File: config.mk
export PLATFORM = sky130hd
export DESIGN_NAME = conv_out_collector_flat
export DESIGN_NICKNAME = d
export VERILOG_FILES = /design/src/rtl/conv_out_collector_if.sv /design/src/rtl/conv_out_collector.sv /design/src/flat_wrapper.sv
export SDC_FILE = /design/constraint.sdc
export NUM_CORES = 1
export LEC_CHECK = 0
export ABC_AREA = 1
export ABC_CLOCK_PERIOD_IN_PS = 4800
export BUFFER_PORTS_ARGS = -buffer_cell sky130_fd_sc_hd__buf_2
export CORE_MARGIN = 2
export CORE_UTILIZATION = 35
export DETAILED_ROUTE_END_ITERATION = 10
export MAX_ROUTING_LAYER = met4
export RECOVER_POWER = 25
export SLEW_MARGIN = 20
export SYNTH_ARGS = -nofsm -noshare
export SYNTH_HDL_FRONTEND = slang
export SYNTH_SLANG_ARGS = --single-unit
File: constraint.sdc
create_clock -name i_clk -period 4.8 [get_ports i_clk]
set_input_delay 0.96 -clock i_clk [delete_from_list [all_inputs] [get_ports i_clk]]
set_output_delay 0.96 -clock i_clk [all_outputs]
set_load 0.01 [all_outputs]
File: src/rtl/conv_out_collector_if.sv
// ---------------------------------------------------------------------------
// conv_out_collector_if
//   Groups the result stream coming from conv_blk and the memory write port
//   driven by conv_out_collector. Signal names are from the collector's view.
//
//   i_en           result-valid strobe (producer -> collector)
//   i_conv_result  signed convolution result (producer -> collector)
//   o_wr_en        memory write strobe (collector -> memory)
//   o_wr_addr      row-major write address (collector -> memory)
//   o_wr_data      signed write data (collector -> memory)
//
//   Modports: slave  = collector side, master = producer/memory side.
// ---------------------------------------------------------------------------
interface conv_out_collector_if #(
    parameter int unsigned OUT_SIZE   = 248,
    parameter int unsigned DATA_WIDTH = 48
);
    localparam int unsigned ADDR_WIDTH = $clog2(OUT_SIZE * OUT_SIZE);

    logic                         i_en;
    logic signed [DATA_WIDTH-1:0] i_conv_result;
    logic                         o_wr_en;
    logic [ADDR_WIDTH-1:0]        o_wr_addr;
    logic signed [DATA_WIDTH-1:0] o_wr_data;

    modport slave (
        input  i_en,
        input  i_conv_result,
        output o_wr_en,
        output o_wr_addr,
        output o_wr_data
    );

    modport master (
        output i_en,
        output i_conv_result,
        input  o_wr_en,
        input  o_wr_addr,
        input  o_wr_data
    );
endinterface

File: src/rtl/conv_out_collector.sv
// ---------------------------------------------------------------------------
// conv_out_collector
//   Collects one frame of OUT_SIZE*OUT_SIZE convolution results and writes
//   them to memory in row-major order, one cycle after each accepted result.
//
//   Ports:
//     i_clk        clock, rising edge
//     i_rst        asynchronous active-low reset
//     i_go         arm collection of one frame (honoured only in IDLE)
//     bus (slave)  i_en/i_conv_result stream in, o_wr_en/o_wr_addr/o_wr_data out
//     o_row/o_col  position of the next expected result
//     o_busy       high while collecting
//     o_done       one-cycle pulse together with the frame's last write
//     o_overflow   sticky: a result arrived while not collecting
//
//   Optional feature: define CONV_OUT_RELU_EN to write negative results as 0.
//   Latency, addressing and control timing are identical either way.
// ---------------------------------------------------------------------------
module conv_out_collector #(
    parameter int unsigned  OUT_SIZE   = 248,
    parameter int unsigned  DATA_WIDTH = 48,
    localparam int unsigned ADDR_WIDTH = $clog2(OUT_SIZE * OUT_SIZE),
    localparam int unsigned RC_WIDTH   = $clog2(OUT_SIZE)
) (
    input  logic                i_clk,
    input  logic                i_rst,
    input  logic                i_go,
    conv_out_collector_if.slave bus,
    output logic [RC_WIDTH-1:0] o_row,
    output logic [RC_WIDTH-1:0] o_col,
    output logic                o_busy,
    output logic                o_done,
    output logic                o_overflow
);

    localparam logic [ADDR_WIDTH-1:0] LastAddr = ADDR_WIDTH'(OUT_SIZE * OUT_SIZE - 1);
    localparam logic [RC_WIDTH-1:0]   LastRc   = RC_WIDTH'(OUT_SIZE - 1);

    typedef enum logic [1:0] {
        StIdle,
        StCollect,
        StDone
    } state_e;

    state_e                       state_q;
    logic [ADDR_WIDTH-1:0]        addr_q;
    logic [RC_WIDTH-1:0]          row_q;
    logic [RC_WIDTH-1:0]          col_q;
    logic                         wr_en_q;
    logic [ADDR_WIDTH-1:0]        wr_addr_q;
    logic signed [DATA_WIDTH-1:0] wr_data_q;
    logic                         busy_q;
    logic                         done_q;
    logic                         overflow_q;

    logic                         arming;
    logic                         accept;
    logic                         last;
    logic                         col_wrap;
    logic [ADDR_WIDTH-1:0]        base_addr;
    logic [RC_WIDTH-1:0]          base_row;
    logic [RC_WIDTH-1:0]          base_col;
    logic [ADDR_WIDTH-1:0]        next_addr;
    logic [RC_WIDTH-1:0]          next_row;
    logic [RC_WIDTH-1:0]          next_col;
    logic signed [DATA_WIDTH-1:0] wr_data_d;

    always_comb begin
        arming = (state_q == StIdle) && i_go;
        // A result strobed in the arming cycle is result 0 of the new frame.
        accept = bus.i_en && ((state_q == StCollect) || arming);

        // Counters read as zero in the arming cycle so result 0 lands at addr 0.
        base_addr = arming ? '0 : addr_q;
        base_row  = arming ? '0 : row_q;
        base_col  = arming ? '0 : col_q;

        last     = (base_addr == LastAddr);
        col_wrap = (base_col == LastRc);

        // Running counters; the final acceptance wraps everything back to 0.
        next_addr = last ? '0 : base_addr + ADDR_WIDTH'(1);
        next_col  = col_wrap ? '0 : base_col + RC_WIDTH'(1);
        if (col_wrap) begin
            next_row = (base_row == LastRc) ? '0 : base_row + RC_WIDTH'(1);
        end else begin
            next_row = base_row;
        end

`ifdef CONV_OUT_RELU_EN
        wr_data_d = bus.i_conv_result[DATA_WIDTH-1] ? '0 : bus.i_conv_result;
`else
        wr_data_d = bus.i_conv_result;
`endif
    end

    always_ff @(posedge i_clk or negedge i_rst) begin
        if (!i_rst) begin
            state_q    <= StIdle;
            addr_q     <= '0;
            row_q      <= '0;
            col_q      <= '0;
            wr_en_q    <= 1'b0;
            wr_addr_q  <= '0;
            wr_data_q  <= '0;
            busy_q     <= 1'b0;
            done_q     <= 1'b0;
            overflow_q <= 1'b0;
        end else begin
            wr_en_q <= accept;
            done_q  <= 1'b0;

            if (accept) begin
                wr_addr_q <= base_addr;
                wr_data_q <= wr_data_d;
                addr_q    <= next_addr;
                row_q     <= next_row;
                col_q     <= next_col;
            end else if (arming) begin
                addr_q <= '0;
                row_q  <= '0;
                col_q  <= '0;
            end

            unique case (state_q)
                StIdle: begin
                    if (i_go) begin
                        overflow_q <= 1'b0;
                        if (accept && last) begin
                            state_q <= StDone;
                            done_q  <= 1'b1;
                            busy_q  <= 1'b0;
                        end else begin
                            state_q <= StCollect;
                            busy_q  <= 1'b1;
                        end
                    end else if (bus.i_en) begin
                        overflow_q <= 1'b1;
                    end
                end
                StCollect: begin
                    // i_go is ignored here; only accepted results move state.
                    if (accept && last) begin
                        state_q <= StDone;
                        done_q  <= 1'b1;
                        busy_q  <= 1'b0;
                    end
                end
                StDone: begin
                    state_q <= StIdle;
                    busy_q  <= 1'b0;
                    if (bus.i_en) begin
                        overflow_q <= 1'b1;
                    end
                end
                default: begin
                    state_q <= StIdle;
                    busy_q  <= 1'b0;
                end
            endcase
        end
    end

    assign bus.o_wr_en   = wr_en_q;
    assign bus.o_wr_addr = wr_addr_q;
    assign bus.o_wr_data = wr_data_q;
    assign o_row         = row_q;
    assign o_col         = col_q;
    assign o_busy        = busy_q;
    assign o_done        = done_q;
    assign o_overflow    = overflow_q;

endmodule

File: src/flat_wrapper.sv
// flat-port wrapper written by rule: the top's interface ports become plain ports
module conv_out_collector_flat 
#(
    parameter int unsigned  OUT_SIZE   = 248,
    parameter int unsigned  DATA_WIDTH = 48,
    localparam int unsigned ADDR_WIDTH = $clog2(OUT_SIZE * OUT_SIZE),
    localparam int unsigned RC_WIDTH   = $clog2(OUT_SIZE)
)
  (i_clk, i_rst, i_go, o_row, o_col, o_busy, o_done, o_overflow, bus_i_en, bus_i_conv_result, bus_o_wr_en, bus_o_wr_addr, bus_o_wr_data);
  conv_out_collector_if #(.OUT_SIZE(OUT_SIZE), .DATA_WIDTH(DATA_WIDTH)) bus_i ();
  input  logic i_clk;
  input  logic i_rst;
  input  logic i_go;
  output logic [RC_WIDTH-1:0] o_row;
  output logic [RC_WIDTH-1:0] o_col;
  output logic o_busy;
  output logic o_done;
  output logic o_overflow;
  input wire logic [$bits(bus_i.i_en)-1:0] bus_i_en;
  input wire logic [$bits(bus_i.i_conv_result)-1:0] bus_i_conv_result;
  output wire logic [$bits(bus_i.o_wr_en)-1:0] bus_o_wr_en;
  output wire logic [$bits(bus_i.o_wr_addr)-1:0] bus_o_wr_addr;
  output wire logic [$bits(bus_i.o_wr_data)-1:0] bus_o_wr_data;
  assign bus_i.i_en = bus_i_en;
  assign bus_i.i_conv_result = bus_i_conv_result;
  assign bus_o_wr_en = bus_i.o_wr_en;
  assign bus_o_wr_addr = bus_i.o_wr_addr;
  assign bus_o_wr_data = bus_i.o_wr_data;
  conv_out_collector #(.OUT_SIZE(OUT_SIZE), .DATA_WIDTH(DATA_WIDTH)) u_core (.i_clk(i_clk), .i_rst(i_rst), .i_go(i_go), .bus(bus_i), .o_row(o_row), .o_col(o_col), .o_busy(o_busy), .o_done(o_done), .o_overflow(o_overflow));
endmodule
[Word-level counts from Yosys, hierarchy flattened]
Cells that the tools add are included.
Storage, ports and cells
  output and inout port bits: 84
  logic and storage cells: 51
  input port bits: 52
  flip-flop bits (word level): 102
Cells by class
  equal/unequal tests: 7
  add/subtract/negate cells: 3
  multiplexer cells: 24
  reduce and logical (&&, ||, !) cells: 7
Operators with widths (number)
  8-bit 2-to-1 mux: 7
  16-bit 2-to-1 mux: 3
  16-bit by 1-bit adder with 16-bit output (second input constant): 1
  8-bit by 1-bit adder with 8-bit output (second input constant): 2
  16-bit == test (second input constant): 1
  8-bit == test (second input constant): 2
  1-bit 2-to-1 mux: 7
  2-bit 2-to-1 mux: 3
  1-bit one-hot mux with 2 select lines: 3
  2-bit inequality test (second input constant): 2
  2-bit one-hot mux with 2 select lines: 1
  1-bit logical AND: 3
  2-bit by 1-bit == test with 1-bit output (second input constant): 1
  2-bit == test (second input constant): 1
  2-bit zero test: 1
  2-bit AND reduction: 1
  2-bit nonzero test: 1
  1-bit logical OR: 1

[Longest topological paths before layout]
  word-level depth: 8
  gate-level depth with buffers: 17
  gate-level depth less buffers: 14

[Least setup slack after synthesis]
Ideal clock, no wire load.
  kind: input to register
  from: input i_go
  to: register u_core.addr_q[10]
  cell stages on the path: 14
  setup time: 0.122 ns
  arrival time: 2.574 ns
  buffers on the path: 3
  slack: 2.103 ns
  data required time: 4.678 ns
  cells stage by stage: nand2_4 -> buf_8 -> buf_6 -> buf_2 -> nand2_1 -> inv_1 -> ha_1 -> nand2_1 -> nand3b_2 -> nor2_4 -> nand2_2 -> nor2_2 -> nand2_1 -> xor2_1
Between the ends
  word-level cells in the longest chain between the ends: 5
  elaborated cells on any way between the ends: 8
  classes of those cells: add/sub: 1; eq/ne: 1; mux: 3; reduce/logical: 3
Ends and longest elaborated chain
  start, declared: RTL line flat_wrapper.sv:13  | input logic i_go;
  1-bit logical AND *: RTL line conv_out_collector.sv:69  | arming = (state_q == StIdle) && i_go;
  16-bit 2-to-1 mux *: RTL line conv_out_collector.sv:74  | base_addr = arming ? '0 : addr_q;
  named net u_core.base_addr[0]: RTL line conv_out_collector.sv:60  | logic [ADDR_WIDTH-1:0] base_addr;
  16-bit by 1-bit adder with 16-bit output / 16-bit == test (equally long branches): RTL line conv_out_collector.sv:82, conv_out_collector.sv:78
  16-bit 2-to-1 mux *: RTL line conv_out_collector.sv:82  | next_addr = last ? '0 : base_addr + ADDR_WIDTH'(1);
  16-bit 2-to-1 mux *: RTL line conv_out_collector.sv:113  | if (accept) begin
  end signal, assigned: RTL line conv_out_collector.sv:116  | addr_q <= next_addr;
  end, declared: RTL line conv_out_collector.sv:46  | logic [ADDR_WIDTH-1:0] addr_q;
The timed path passes the listed nets; every way through them passes the cells marked *.
A chain may end at the register's enable or synchronous reset.

[Worst setup path after layout]
  from: input i_go
  to: register u_core.row_q[5] (netlist: u_core.o_row[5])
Between the ends
  word-level cells in the longest chain between the ends: 6
  elaborated cells on any way between the ends: 11
  classes of those cells: add/sub: 1; eq/ne: 2; mux: 5; reduce/logical: 3
Ends and longest elaborated chain
  1-bit logical AND *: RTL line conv_out_collector.sv:69
  8-bit 2-to-1 mux: RTL line conv_out_collector.sv:75  | base_row = arming ? '0 : row_q;
  8-bit by 1-bit adder with 8-bit output / 8-bit == test (equally long branches): RTL line conv_out_collector.sv:85  | next_row = (base_row == LastRc) ? '0 : base_row + RC_WIDTH'(1);
  8-bit 2-to-1 mux: RTL line conv_out_collector.sv:85
  8-bit 2-to-1 mux: RTL line conv_out_collector.sv:84  | if (col_wrap) begin
  8-bit 2-to-1 mux *: RTL line conv_out_collector.sv:113
  end signal, assigned: RTL line conv_out_collector.sv:117  | row_q <= next_row;
  end, declared: RTL line conv_out_collector.sv:47  | logic [RC_WIDTH-1:0] row_q;
Mark *: on every way between the ends. The rest lies on a longest branch, timed or not.

==> flow_metrics.tcl <==
set metrics [dict create \
    viasPerCell 4.60 \
    port_buffers 135 \
    min_from "u_core.bus.o_wr_data[30]" \
    final_core_util_pct 43.8 \
    highest_layer "met4" \
    syn-num-nets 638 \
    hold_class "flop to flop" \
    drt_iter0_drc 197 \
    ys_top_cells_by_area "dfrtp_1 54%, nand2_1 20%, inv_1 3.9%" \
    finalCriticalPeriod_ns 2.94 \
    drt_wl_total_mm 11.5 \
    drive_gt1_share_pct 26.5 \
    syn_to_final_growth_pct 22.8 \
    fin_skew_ns 0.00548 \
    finalSetupViolations 0 \
    yosys.cell_types.count 32 \
    report.final.hold_viol_count 0 \
    antenna_found_initial 0 \
    ys_seq_area_share_pct 54.0 \
    p_total_mw 2.26 \
    final_antenna_net_count 0 \
    path_max_fanout 39 \
    power_density_mw_per_mm2 389 \
    pre_cts_slack_ns 1.53 \
    ys_ff_latch 102 \
    gp_congestion 0.904 \
    start_util_pct 35.7 \
    overflow 0 \
    reg2reg_depth 14 \
    critical-path-max-stage-delay_ns 0.37 \
    cts_resized 0 \
    vias 4103 \
    cts-root-buf "clkbuf_16" \
    status "finished with violations" \
    dpl.hpwl_mm 8.26 \
    worst_ep_arrival_time_ns 3.18 \
    worstSetupStartpointType "primary input" \
    finalCritPeriodShare_pct 61.1 \
    dieArea_sq_mm 0.0145 \
    nets 766 \
    worstPathRequired_ns 5.05 \
    dr.pass1.iters 4 \
    cts.sinks 102 \
    wl_met1_mm 5.46 \
    std_cell_rows 42 \
    hold_depth 2 \
    critPathCaptureType "flop" \
    first_global_vias 4074 \
    rsz0062_at_grt "no" \
    drcViolationCount 0 \
    total_leakage_power_nw 3.24 \
    synth_top_area_share_pct 54.0 \
    insertion_delay_ns 0.35 \
    core_sq_mm 0.0132 \
    clock_path_buffers 2 \
    final.setup.worst_slack_ns 1.86 \
    maxCapViolCount 1 \
    syn_area_sq_mm 0.00473 \
    dr_wl_met2_mm 5.02 \
    final_common_cell "nand2_1" \
    pin_count 136 \
    worst_path_most_repeated_cell "nand2_1" \
    drv_slew 83 \
    ys_warn_count 0 \
    tns_ns 0 \
    die_w_um 120 \
    critical_path_class "primary input to flop" \
    synth_area_per_cell_sq_um 8.11 \
    slowest_stage "nand2_4" \
    numCtsBuffers 9 \
    r2r_slack_ns 2.11 \
    violations "capacitance limit, slew limit" \
    max_freq_mhz 341 \
    clkTransAtPathRegs_ns 0.07 \
    synthCells 583 \
    h-tree-depth 3 \
    max-slew-margin-rel_pct -34.6 \
    path_cells "buf_2 > nand2_4 > inv_2 > nor2_1 > ha_1 > nand4_1 > nor2_1 > nand3_2 > inv_2 > nand2_1 > nand2_1 > nand2_1 > nand2_1 > inv_1" \
    n_fill_cell 1341 \
    reg2reg_to "u_core.o_row[5]" \
    mostFrequentLayoutCells "247 x nand2_1, 134 x buf_2, 102 x dfrtp_1, 49 x inv_1, 46 x nor2_1" \
    tightest_slew_ns 2.02 \
    cts_tree "yes" \
    max-vdd-ir-drop_mv 0.174 \
    worstReg2RegStart "u_core.state_q[0]" \
    antennaDiodeCount 0 \
    grt_max_degree 86 \
    globalRouteTotalUtil_pct 17.3 \
    die_height_um 120 \
    yosysTopAreaCell "dfrtp_1" \
    startpoint "i_go" \
    grt_pass1_wl_mm 19.4 \
    dr_wl_met3_um 927 \
    holdPathEnd "u_core.bus.o_wr_data[30]" \
    postCtsHoldBufs 0 \
    cts_setup_buffers 0 \
    post_drt_wl_per_cell_um 12.9 \
]
-- sequential cells by signal (all words and copies together) (netlist names) --
signal	count
u_core.addr_q	16
u_core.o_row	8
u_core.bus.o_wr_addr	16
u_core.o_col	8
u_core.o_overflow	1
u_core.bus.o_wr_en	1
u_core.bus.o_wr_data	48
u_core.o_busy	1
u_core.state_q	2
u_core.o_done	1
-- worst max-delay path by stage --
stage / endpoint / cells after the start
after floorplan: u_core.addr_q[10] / 14
after global placement: u_core.o_row[5] / 14
after detailed placement: u_core.o_row[5] / 14
after CTS: u_core.o_row[5] / 14
after global routing: u_core.o_row[5] / 14
final: u_core.o_row[5] / 14
-- power by group --
| group | internal (mW) | total, mW | switching (mW) |
|---|---|---|---|
| registers | 0.976 | 1.06 | 0.0873 |
| clock network | 0.364 | 0.716 | 0.352 |
| logic | 0.180 | 0.480 | 0.300 |
-- cell usage after synthesis (all sizes together) --
| master | instances |
|---|---|
| xor2 | 4 |
| o22ai | 1 |
| nand3 | 27 |
| nor2 | 55 |
| o21a | 1 |
| buf | 12 |
| nand4 | 10 |
| inv | 57 |
| o21ai | 25 |
| nor3 | 8 |
| a21oi | 8 |
| clkbuf | 9 |
| ha | 3 |
| nand2 | 255 |
| xnor2 | 2 |
| dfrtp | 102 |
| and3 | 1 |
| nand3b | 3 |
-- critical path, delay by kind of cell --
kind	cells	cell delay [ns]
simple gates	9	1.44
buf+inv	4	0.52
fa+ha+maj	1	0.25
-- per-layer routing --
| layer | global-route usage, % | up-vias |
|---|---|---|
| li1 | - | 2060 |
| met1 | 22.9 | 1894 |
| met2 | 25.4 | 141 |
| met3 | 5.80 | 8 |
| met4 | 5.01 | 0 |
| met5 | - | - |
-- cell families after synthesis --
family | Yosys count | synth area share [%]
compound gates | 35 | 3.78
buf+inv | 78 | 7.25
fa+ha+maj | 3 | 0.794
xor+xnor | 6 | 1.11
simple gates | 359 | 33.1
flops | 102 | 54.0
-- metrics by stage --
| stage | hold WS (ns) | instances | cell area (sq um) |
|---|---|---|---|
| after floorplan | 0.515 | 583 | 4730 |
| after global placement | 0.458 | 876 | 5520 |
| after detailed placement | 0.461 | 876 | 5520 |
| after CTS | 0.484 | 892 | 5810 |
| after global routing | 0.504 | 892 | 5810 |
| final | 0.481 | 892 | 5810 |
-- area by class of cell --
class	instances	area, sq um	share of cell area (%)
clock buffer	9	225	3.88
clock inverter	7	63.8	1.10
inverter	57	214	3.68
multi-input combinational	403	1830	31.6
sequential	102	2550	44.0
tap	176	220	3.79
timing repair buffer	138	698	12.0
Power figures use the tool's default switching activity.
